File: src/rtl/cam_capture_ctrl_pkg.sv
// cam_capture_ctrl_pkg: shared types and constants for the camera capture path.
// Holds the capture FSM states, default frame geometry and RGB565 colours.
package cam_capture_ctrl_pkg;

  typedef enum logic [1:0] {
    IDLE,
    WAIT_VS,
    WAIT_VS_END,
    ACTIVE
  } cap_state_e;

  // Frame geometry shared with the VGA read-address logic
  localparam int CAM_W = 176;
  localparam int CAM_H = 144;

  localparam logic [15:0] RGB_BLACK = 16'h0000;
  localparam logic [15:0] RGB_WHITE = 16'hFFFF;
  localparam logic [15:0] RGB_RED   = 16'hF800;
  localparam logic [15:0] RGB_GREEN = 16'h07E0;
  localparam logic [15:0] RGB_BLUE  = 16'h001F;

endpackage

File: src/rtl/cam_capture_ctrl_if.sv
// cam_capture_ctrl_if: frame-buffer write port (address, pixel, strobe).
// master = capture sequencer, slave = buffer / observer.
interface cam_capture_ctrl_if #(
  parameter int ADDR_W = 15
);
  logic [ADDR_W-1:0] W_ADDR;
  logic [15:0]       W_DATA;
  logic              W_EN;

  modport master (output W_ADDR, W_DATA, W_EN);
  modport slave  (input  W_ADDR, W_DATA, W_EN);
endinterface

File: src/rtl/cam_sync_edge.sv
// cam_sync_edge: N-stage synchronizer for a bus plus registered edge strobes.
// Ports: d_i async bus in; q_o synced bus; rise_o/fall_o edges of top EW bits.
module cam_sync_edge #(
  parameter int W  = 11,
  parameter int EW = 3,
  parameter int N  = 2
) (
  input  logic          clk,
  input  logic          rst_n,
  input  logic [W-1:0]  d_i,
  output logic [W-1:0]  q_o,
  output logic [EW-1:0] rise_o,
  output logic [EW-1:0] fall_o
);

  logic [W-1:0]  s_q [N];
  logic [W-1:0]  q_q;
  logic [EW-1:0] rise_q;
  logic [EW-1:0] fall_q;
  logic [EW-1:0] cur;
  logic [EW-1:0] old;

  assign cur = s_q[N-1][W-1 -: EW];
  assign old = q_q[W-1 -: EW];

  // q_q is both the previous value and the bus aligned with the strobes
  always_ff @(posedge clk or negedge rst_n) begin
    if (!rst_n) begin
      for (int i = 0; i < N; i++) s_q[i] <= '0;
      q_q    <= '0;
      rise_q <= '0;
      fall_q <= '0;
    end else begin
      s_q[0] <= d_i;
      for (int i = 1; i < N; i++) s_q[i] <= s_q[i-1];
      q_q    <= s_q[N-1];
      rise_q <= cur & ~old;
      fall_q <= ~cur & old;
    end
  end

  assign q_o    = q_q;
  assign rise_o = rise_q;
  assign fall_o = fall_q;

endmodule

File: src/rtl/cam_capture_ctrl.sv
// cam_capture_ctrl: oversampled RGB565 camera capture into a frame buffer.
// Ports: CLK/RESET_N; PCLK/VSYNC/HREF/DATA camera; START/CONTINUOUS arm;
// wr buffer write port; BUSY, FRAME_DONE, FRAME_ERR, FRAME_CNT status.
module cam_capture_ctrl
  import cam_capture_ctrl_pkg::*;
#(
  parameter int WIDTH       = CAM_W,
  parameter int HEIGHT      = CAM_H,
  parameter int ADDR_W      = 15,
  parameter int SYNC_STAGES = 2
) (
  input  logic                CLK,
  input  logic                RESET_N,
  input  logic                PCLK,
  input  logic                VSYNC,
  input  logic                HREF,
  input  logic [7:0]          DATA,
  input  logic                START,
  input  logic                CONTINUOUS,
  cam_capture_ctrl_if.master  wr,
  output logic                BUSY,
  output logic                FRAME_DONE,
  output logic                FRAME_ERR,
  output logic [7:0]          FRAME_CNT
);

  localparam int XW = $clog2(WIDTH + 1);
  localparam int YW = $clog2(HEIGHT + 1);
  localparam logic [XW-1:0] XMAX = XW'(WIDTH);
  localparam logic [YW-1:0] YMAX = YW'(HEIGHT);
  localparam logic [ADDR_W-1:0] WSTEP = ADDR_W'(WIDTH);

  logic [10:0] bus_q;
  logic [2:0]  rise;
  logic [2:0]  fall;

  cam_sync_edge #(
    .W  (11),
    .EW (3),
    .N  (SYNC_STAGES)
  ) u_sync (
    .clk    (CLK),
    .rst_n  (RESET_N),
    .d_i    ({PCLK, VSYNC, HREF, DATA}),
    .q_o    (bus_q),
    .rise_o (rise),
    .fall_o (fall)
  );

  logic       pclk_rise, vs_rise, vs_fall, href_fall;
  logic       vs_lvl, href_lvl;
  logic [7:0] data;
  logic       unused_bits;

  assign pclk_rise   = rise[2];
  assign vs_rise     = rise[1];
  assign vs_fall     = fall[1];
  assign href_fall   = fall[0];
  assign vs_lvl      = bus_q[9];
  assign href_lvl    = bus_q[8];
  assign data        = bus_q[7:0];
  assign unused_bits = ^{bus_q[10], rise[0], fall[2]};

  cap_state_e        state_q, state_d;
  logic [XW-1:0]     x_q, x_d;
  logic [YW-1:0]     y_q, y_d;
  logic [ADDR_W-1:0] base_q, base_d;
  logic              ph_q, ph_d;
  logic [7:0]        lo_q, lo_d;
  logic              err_q, err_d;
  logic              xov_q, xov_d;
  logic              yov_q, yov_d;
  logic [ADDR_W-1:0] waddr_q, waddr_d;
  logic [15:0]       wdata_q, wdata_d;
  logic              wen_q, wen_d;
  logic              done_q, done_d;
  logic              ferr_q, ferr_d;
  logic [7:0]        cnt_q, cnt_d;

  always_ff @(posedge CLK or negedge RESET_N) begin
    if (!RESET_N) begin
      state_q <= IDLE;
      x_q     <= '0;
      y_q     <= '0;
      base_q  <= '0;
      ph_q    <= 1'b0;
      lo_q    <= '0;
      err_q   <= 1'b0;
      xov_q   <= 1'b0;
      yov_q   <= 1'b0;
      waddr_q <= '0;
      wdata_q <= '0;
      wen_q   <= 1'b0;
      done_q  <= 1'b0;
      ferr_q  <= 1'b0;
      cnt_q   <= '0;
    end else begin
      state_q <= state_d;
      x_q     <= x_d;
      y_q     <= y_d;
      base_q  <= base_d;
      ph_q    <= ph_d;
      lo_q    <= lo_d;
      err_q   <= err_d;
      xov_q   <= xov_d;
      yov_q   <= yov_d;
      waddr_q <= waddr_d;
      wdata_q <= wdata_d;
      wen_q   <= wen_d;
      done_q  <= done_d;
      ferr_q  <= ferr_d;
      cnt_q   <= cnt_d;
    end
  end

  always_comb begin
    state_d = state_q;
    x_d     = x_q;
    y_d     = y_q;
    base_d  = base_q;
    ph_d    = ph_q;
    lo_d    = lo_q;
    err_d   = err_q;
    xov_d   = xov_q;
    yov_d   = yov_q;
    waddr_d = waddr_q;
    wdata_d = wdata_q;
    wen_d   = 1'b0;
    done_d  = 1'b0;
    ferr_d  = 1'b0;
    cnt_d   = cnt_q;
    unique case (state_q)
      IDLE: begin
        if (START) state_d = WAIT_VS;
      end
      WAIT_VS: begin
        if (vs_lvl) state_d = WAIT_VS_END;
      end
      WAIT_VS_END: begin
        if (vs_fall) begin
          state_d = ACTIVE;
          x_d     = '0;
          y_d     = '0;
          base_d  = '0;
          ph_d    = 1'b0;
          err_d   = 1'b0;
          xov_d   = 1'b0;
          yov_d   = 1'b0;
        end
      end
      ACTIVE: begin
        if (pclk_rise && href_lvl) begin
          if (!ph_q) begin
            lo_d = data;
            ph_d = 1'b1;
          end else begin
            ph_d = 1'b0;
            if (x_q < XMAX && y_q < YMAX) begin
              wen_d   = 1'b1;
              waddr_d = base_q + ADDR_W'(x_q);
              wdata_d = {data, lo_q};
            end
            // x holds at WIDTH; xov remembers the line ran long
            if (x_q < XMAX) x_d = x_q + 1'b1;
            else            xov_d = 1'b1;
          end
        end
        // href_lvl is low here, so no byte event shares this cycle
        if (href_fall) begin
          if (x_q != XMAX || xov_q || ph_q) err_d = 1'b1;
          x_d   = '0;
          ph_d  = 1'b0;
          xov_d = 1'b0;
          if (y_q < YMAX) begin
            y_d    = y_q + 1'b1;
            base_d = base_q + WSTEP;
          end else begin
            yov_d = 1'b1;
          end
        end
        // Uses the _d values so a same-cycle HREF fall is counted first
        if (vs_rise) begin
          ferr_d  = err_d | (y_d != YMAX) | yov_d;
          err_d   = ferr_d;
          done_d  = 1'b1;
          cnt_d   = cnt_q + 8'd1;
          state_d = CONTINUOUS ? WAIT_VS_END : IDLE;
        end
      end
    endcase
  end

  assign wr.W_ADDR  = waddr_q;
  assign wr.W_DATA  = wdata_q;
  assign wr.W_EN    = wen_q;
  assign BUSY       = (state_q != IDLE);
  assign FRAME_DONE = done_q;
  assign FRAME_ERR  = ferr_q;
  assign FRAME_CNT  = cnt_q;

endmodule

File: src/flat_wrapper.sv
// flat-port wrapper written by rule: the top's interface ports become plain ports
module cam_capture_ctrl_flat import cam_capture_ctrl_pkg::*;
#(
  parameter int WIDTH       = CAM_W,
  parameter int HEIGHT      = CAM_H,
  parameter int ADDR_W      = 15,
  parameter int SYNC_STAGES = 2
)
  (CLK, RESET_N, PCLK, VSYNC, HREF, DATA, START, CONTINUOUS, BUSY, FRAME_DONE, FRAME_ERR, FRAME_CNT, wr_W_ADDR, wr_W_DATA, wr_W_EN);
  cam_capture_ctrl_if #(.ADDR_W(ADDR_W)) wr_i ();
  input  logic CLK;
  input  logic RESET_N;
  input  logic PCLK;
  input  logic VSYNC;
  input  logic HREF;
  input  logic [7:0] DATA;
  input  logic START;
  input  logic CONTINUOUS;
  output logic BUSY;
  output logic FRAME_DONE;
  output logic FRAME_ERR;
  output logic [7:0] FRAME_CNT;
  output wire logic [$bits(wr_i.W_ADDR)-1:0] wr_W_ADDR;
  output wire logic [$bits(wr_i.W_DATA)-1:0] wr_W_DATA;
  output wire logic [$bits(wr_i.W_EN)-1:0] wr_W_EN;
  assign wr_W_ADDR = wr_i.W_ADDR;
  assign wr_W_DATA = wr_i.W_DATA;
  assign wr_W_EN = wr_i.W_EN;
  cam_capture_ctrl #(.WIDTH(WIDTH), .HEIGHT(HEIGHT), .ADDR_W(ADDR_W), .SYNC_STAGES(SYNC_STAGES)) u_core (.CLK(CLK), .RESET_N(RESET_N), .PCLK(PCLK), .VSYNC(VSYNC), .HREF(HREF), .DATA(DATA), .START(START), .CONTINUOUS(CONTINUOUS), .wr(wr_i), .BUSY(BUSY), .FRAME_DONE(FRAME_DONE), .FRAME_ERR(FRAME_ERR), .FRAME_CNT(FRAME_CNT));
endmodule
File: config.mk
export PLATFORM = sky130hd
export DESIGN_NAME = cam_capture_ctrl_flat
export DESIGN_NICKNAME = d
export VERILOG_FILES = /design/src/rtl/cam_capture_ctrl_pkg.sv /design/src/rtl/cam_capture_ctrl_if.sv /design/src/rtl/cam_sync_edge.sv /design/src/rtl/cam_capture_ctrl.sv /design/src/flat_wrapper.sv
export SDC_FILE = /design/constraint.sdc
export NUM_CORES = 1
export LEC_CHECK = 0
export BUFFER_PORTS_ARGS = -buffer_cell sky130_fd_sc_hd__buf_2
export CORE_AREA = 2 2 83 124
export CTS_CLUSTER_SIZE = 14
export DETAILED_ROUTE_END_ITERATION = 12
export DIE_AREA = 0 0 85 126
export PLACE_DENSITY = 0.74
export SLEW_MARGIN = 30
export SYNTH_ARGS = -nofsm -noshare
export SYNTH_HDL_FRONTEND = slang
export SYNTH_SLANG_ARGS = --single-unit
File: constraint.sdc
create_clock -name CLK -period 1.9 [get_ports CLK]
set_clock_uncertainty 0.2 [all_clocks]
set_input_delay 0.285 -clock CLK [delete_from_list [all_inputs] [get_ports CLK]]
set_output_delay 0.285 -clock CLK [all_outputs]
set_load 0.01 [all_outputs]
# After elaboration in Yosys (flattened, before gate mapping)
# Cells that the tools add are included.
[word_totals] in_bits=15 output_inout_bits=43 elab_cells=112 ff_bits=125
[op_classes] n_eq_ne=15 muxes=47 n_lt_le_gt_ge=2 reduce_logical=16 n_addsub=5 n_bitwise=7
[op_table] operator="$mux 8" count=8
[op_table] operator="$mux 15" count=3
[op_table] operator="$pmux 8 s2" count=2
[op_table] operator="$pmux 15 s2" count=1
[op_table] operator="$add 8x1->8 const B" count=3
[op_table] operator="$mux 1" count=23
[op_table] operator="$lt 8x8->1 const B" count=2
[op_table] operator="$ne 8x8->1 const B" count=2
[op_table] operator="$add 15x8->15" count=1
[op_table] operator="$add 15x8->15 const B" count=1
[op_table] operator="$reduce_and 4->1" count=3
[op_table] operator="$mux 2" count=5
[op_table] operator="$ne 2x2->1 const B" count=5
[op_table] operator="$reduce_and 5->1" count=2
[op_table] operator="$ne 3x2->1 const B" count=3
[op_table] operator="$pmux 1 s2" count=4
[op_table] operator="$pmux 2 s4" count=1
[op_table] operator="$reduce_and 3->1" count=2
[op_table] operator="$eq 2x2->1 const B" count=2
[op_table] operator="$reduce_and 2->1" count=2
[op_table] operator="$reduce_bool 2->1" count=2
[op_table] operator="$and 3x3->3" count=1
[op_table] operator="$ne 3x3->1 const B" count=1
[op_table] operator="$not 3->3" count=1
[op_table] operator="other kinds (9)" count=12

# Logic depth before layout (Yosys ltp)
[depth] ltp_word=10 ltp_mapped=8 mapped_depth_nobuf=7

# Cells and area by module
# A second synthesis with hierarchy kept.
[unflattened] hier_cells=458 hier_area_um2=5026.1
[by_module_without_submodules] mod="cam_capture_ctrl" seq_area_each_um2=2077.0 n_inst=1 area_per_inst_um2=3997.6 cells_each=413
[by_module_without_submodules] mod="cam_sync_edge" seq_area_each_um2=975.9 n_inst=1 area_per_inst_um2=1028.5 cells_each=45

# Worst setup path after synthesis
# OpenSTA, ideal clock, no wires.
[synth_timing] path_kind="register to register" startpoint="register u_core.x_q[0]" endpoint="register u_core.err_q" t_required_ns=1.572 setup_ns=0.128 n_path_buf=0 period_less_slack_ns=2.024 path_slack_ns=-0.124 arrival_ns=1.696 stages_incl_launch_ff=8 path_cell_list="dfrtp_1 -> inv_1 -> ha_1 -> or4bb_1 -> nor3_1 -> a31oi_1 -> a311oi_2 -> o21ai_1"
[synth_via] elab_chain_len=10
[synth_rtl] item="start, declared" line="cam_capture_ctrl.sv:65" source="logic [XW-1:0] x_q, x_d;"
[synth_rtl] item="start signal, assigned" line="cam_capture_ctrl.sv:83" source="x_q <= '0;"
[synth_rtl] item="start signal, assigned" line="cam_capture_ctrl.sv:99" source="x_q <= x_d;"
[synth_rtl] item="$ne 8x8->1 *" line="cam_capture_ctrl.sv:170" source="if (x_q != XMAX || xov_q || ph_q) err_d = 1'b1;"
[synth_rtl] item="$logic_or 1x1->1 * (2 in a row)" line="cam_capture_ctrl.sv:170"
[synth_rtl] item="$mux 1 *" line="cam_capture_ctrl.sv:170"
[synth_rtl] item="$mux 1 *" line="cam_capture_ctrl.sv:169" source="if (href_fall) begin"
[synth_rtl] item="$mux 1 *" line="cam_capture_ctrl.sv:132" source="unique case (state_q)"
[synth_rtl] item="$or 1x1->1 (2 in a row)" line="cam_capture_ctrl.sv:183" source="ferr_d = err_d | (y_d != YMAX) | yov_d;"
[synth_rtl] item="$mux 1 *" line="cam_capture_ctrl.sv:182" source="if (vs_rise) begin"
[synth_rtl] item="$pmux 1 s2 *" line="cam_capture_ctrl.sv:132"
[synth_rtl] item="end signal, assigned" line="cam_capture_ctrl.sv:104" source="err_q <= err_d;"
[synth_rtl] item="end, declared" line="cam_capture_ctrl.sv:70" source="logic err_q, err_d;"
# Mark *: on every way between the ends. The rest lies on a longest branch, timed or not. The select of a mux whose other input is x is not followed.
# A chain may end at the register's enable or synchronous reset.

# Worst setup path after layout
[layout_timing] startpoint="register u_core.y_q[1]" endpoint="register u_core.err_q"
[layout_via] elab_chain_len=9 elab_cells_between_ends=13 cone_classes="1 x add/sub; 1 x order compare; 1 x eq/ne; 8 x mux; 2 x bitwise"
[layout_rtl] item="start, declared" line="cam_capture_ctrl.sv:66" source="logic [YW-1:0] y_q, y_d;"
[layout_rtl] item="start signal, assigned" line="cam_capture_ctrl.sv:100" source="y_q <= y_d;"
[layout_rtl] item="$add 8x1->8 or $lt 8x8->1 (tied branches)" line="cam_capture_ctrl.sv:175, cam_capture_ctrl.sv:174"
[layout_rtl] item="$mux 8" line="cam_capture_ctrl.sv:174" source="if (y_q < YMAX) begin"
[layout_rtl] item="$mux 8" line="cam_capture_ctrl.sv:169"
[layout_rtl] item="$mux 8" line="cam_capture_ctrl.sv:132"
[layout_rtl] item="$ne 8x8->1" line="cam_capture_ctrl.sv:183"
[layout_rtl] item="$or 1x1->1" line="cam_capture_ctrl.sv:183"
[layout_rtl] item="$or 1x1->1 *" line="cam_capture_ctrl.sv:183"
[layout_rtl] item="$mux 1 *" line="cam_capture_ctrl.sv:182"
[layout_rtl] item="$pmux 1 s2 *" line="cam_capture_ctrl.sv:132"
# Marked as above.

==> metrics.md <==
| Metric | Value |
|---|---|
| Worst Setup SP | u_core.y_q[1]$_DFFE_PN0P_ |
| Fin worst setup slack | -0.1838 ns |
| Final setup fails | 2 |
| Worst rel slew slack | 66.17% |
| RePlAce Congestion | 0.8944 |
| Register bit count reported by yosys | 120 |
| Synth Instances | 455 |
| Pin count of the biggest net entering global routing | 57 |
| Root buffer cell | clkbuf_16 |
| Detail Route Antenna Nets | 0 |
| Fin crit period | 2.084 ns |
| Post-Syn Area per Cell | 10.77 um^2 |
| Nets@finish | 610 |
| Startpoint types | register |
| Vias | 3767 |
| Arrival @ worst endpoint | 2.18 ns |
| Clk Latency, worst-skew pair | 0.41 ns |
| Static leakage | 3.156 nW |
| Max cap viols | 0 |
| Clock-pin transition on the worst setup and hold timing paths | 0.05 ns |
| Vias in the first global route | 3835 |
| Maximum VDD drop | 0.9086 mV |
| WS Path Type | register to register |
| Synth warn | 0 |
| RSZ-0062 raised after global routing | yes |
| Crit-path max cell delay | 0.42 ns |
| Via-per-instance ratio | 5.276 |
| Placement Cell Area | 5675 um^2 |
| Final hold vios | 0 |
| Distinct cells, synth | 48 |
| Period utilization | 109.7% |
| Maximum root-to-sink buffer count | 2 |
| Die X | 85 um |
| Crit path max-delay family | compound AO/OA/AOI/OAI gates |
| Congestion Overflow GR | 0 |
| Synth Flop Type | dfrtp_1 |
| Area growth syn-to-layout | 34.58% |
| Cts bufs inserted | 17 |
| Drt pass-1 iters | 4 |
| Initial Util | 50.86% |
| DR WL/cell | 14.74 um |
| CTS Sinks | 120 |
| Share of cells above drive strength 1 | 30.55% |
| Synth Cell Area | 4900 um^2 |
| Crit-path max FO | 2 |
| Std cell rows | 44 |
| Critical-path cell list | ha_4, nand3b_1, a2111oi_4, o2111ai_2, a311oi_2, o21ai_1 |
| R2R Path End | u_core.err_q$_DFFE_PN0P_ |
| Filler cells | 661 |
| Clock tree from TritonCTS | built |
| Actual slew at the worst max-slew pin | 0.5075 ns |
| Ys async rst share | 100.0% |
| Commonest non-fill, non-tap cell in the layout | dfrtp_1 |
| Power Dens Cells | 1304 nW/um^2 |
| Crit path capture | u_core.err_q$_DFFE_PN0P_ |
| Ant. Diodes | 0 |
| Multi-input logic area | 1943 um^2 |
| Sequential area share after synthesis | 61.29% |
| Sequential cell area | 3007 um^2 |
| Setup slack, reg-to-reg | -0.18 ns |
| Fin. max-slew vios | 0 |
| Boundary pin count | 58 |
| Port bufs | 57 |
| Status | complete, but fails checks |
| Worst r2r src | u_core.y_q[1]$_DFFE_PN0P_ |
| First-pass GRT wire length | 17840 um |
| Worst Reg-to-Reg Cells | 6 |
| Crit path capture type | register |
| Die height | 126 um |
| DRC violation total after the first TritonRoute iteration | 235 |
| Failing checks | negative setup slack |
| Crit path required time | 1.99 ns |
| Detailed Route WL | 10530 um |
| Non-Filler Instances | 714 |
| Core Area | 9634 um^2 |
| Bufs and invs on worst path | 0 |
| Drt drc | 0 |
| Total track usage | 21.15% |
| Most frequent cells in the layout | dfrtp_1, nand2_1, buf_2, buf_4, nor2_1 |
| Post-DP HPWL | 6850 um |
| Initial antenna violation count | 0 |
| HP Class | input port to asynchronous set/reset pin |
| Dpl ws | -0.1843 ns |
| Final Util | 68.44% |
| Max H-tree Level | 4 |
| Slowest CP cell | dfrtp_1 |
| Die ar. | 10710 um^2 |
| Number of synthesized flops with an enable pin | 0 |
| Placed cell count | 660 |
| Max frequency | 479.9 MHz |
| Design area | 6594 um^2 |
| Mapped Nets | 479 |
| WP depth | 6 |
## power breakdown
part / internal (W) / switching [W] / total [W] / leakage, nW
combinational: 0.00110 / 0.00124 / 0.00234 / 1.34
sequential: 0.00304 / 0.000344 / 0.00338 / 1.55
clock: 0.00171 / 0.00117 / 0.00287 / 0.268
total: 0.00584 / 0.00275 / 0.00860 / 3.16
## stage by stage
| stage | total power [W] | TNS [ns] | hold slack, ns |
|---|---|---|---|
| finish | 0.008596 | -0.3485 | 0.1038 |
| global route | 0.009064 | -1.260 | 0.1264 |
| CTS | 0.008522 | -0.4105 | 0.1009 |
| detailed placement | 0.005487 | -0.3777 | -0.002337 |
| global placement | 0.005386 | -0.2406 | -0.006903 |
| floorplan | 0.004499 | -0.1270 | -0.2106 |
## metal layers
metal	share of wire (%)	track usage (%)	wire [um]
met3	4.6	6.356	484
met4	2.4	10.74	257
met1	41	24.52	4276
met2	52	35.16	5507
met5	0	0	0
## registers in the layout (all words and copies together) (netlist names), 3 cells and up
name	count
u_core.wr.W_ADDR	15
u_core.u_sync.cur	3
u_core.u_sync.q_o	11
u_core.u_sync.s_q	19
u_core.FRAME_CNT	8
u_core.lo_q	8
u_core.y_q	8
u_core.wr.W_DATA	16
u_core.base_q	11
u_core.x_q	8
## what timing repair did
item	4_1_cts	5_1_grt
pin swaps	7	17
hold buffers	14	0
gates resized for setup	9	32
hold endpoints to repair	133	0
setup endpoints to repair	10	34
setup buffers	4	5
## cell families (layout without fill, tap and decap cells)
logic type               after synthesis  in the layout  synth area share, %
flip-flops                           120            120                61.29
XOR/XNOR                              30             30                5.363
adder cells (fa/ha/maj)                9              9                2.298
buffers and inverters                 25            169                2.120
AO/OA/AOI/OAI                         71             71                9.551
AND/OR/NAND/NOR                      192            192                17.54
multiplexers                           8              8                1.839
## worst min-delay path by stage
stage,startpoint,depth (start not counted),slack (ns),end
3_3_place_gp,RESET_N,1,-0.007,u_core.y_q[5]$_DFFE_PN0P_
4_1_cts,RESET_N,2,0.10,u_core.y_q[7]$_DFFE_PN0P_
3_5_place_dp,RESET_N,1,-0.002,u_core.y_q[3]$_DFFE_PN0P_
6_report,RESET_N,2,0.10,u_core.y_q[7]$_DFFE_PN0P_
5_1_grt,RESET_N,2,0.13,u_core.y_q[7]$_DFFE_PN0P_
2_1_floorplan,RESET_N,0,-0.21,u_core.FRAME_CNT[0]$_DFFE_PN0P_
## cells in the mapped netlist (4+ instances only)
cell,count,share of area (%)
a21oi_1,6,0.61
a31oi_1,4,0.51
buf_2,8,0.82
clkbuf_1,8,0.61
dfrtp_1,120,61
ha_1,9,2.3
inv_1,9,0.69
mux2_2,8,1.8
nand2_1,99,7.6
nand3_1,13,1.3
nand4_1,6,0.77
nor2_1,34,2.6
nor2b_1,7,0.89
nor3_1,9,0.92
nor4_1,6,0.77
o211ai_1,4,0.61
o21ai_0,32,3.3
xnor2_1,21,3.8
xor2_1,9,1.6
## area by class of cell
cell class	count	share of cell area, %
sequential	120	45.60
multi-input combinational	310	29.47
timing repair buffer	128	14.04
clock buffer	19	6.717
tap	115	2.182
clock inverter	13	1.480
inverter	9	0.5123
No activity file was read; power rests on OpenSTA's default activity.
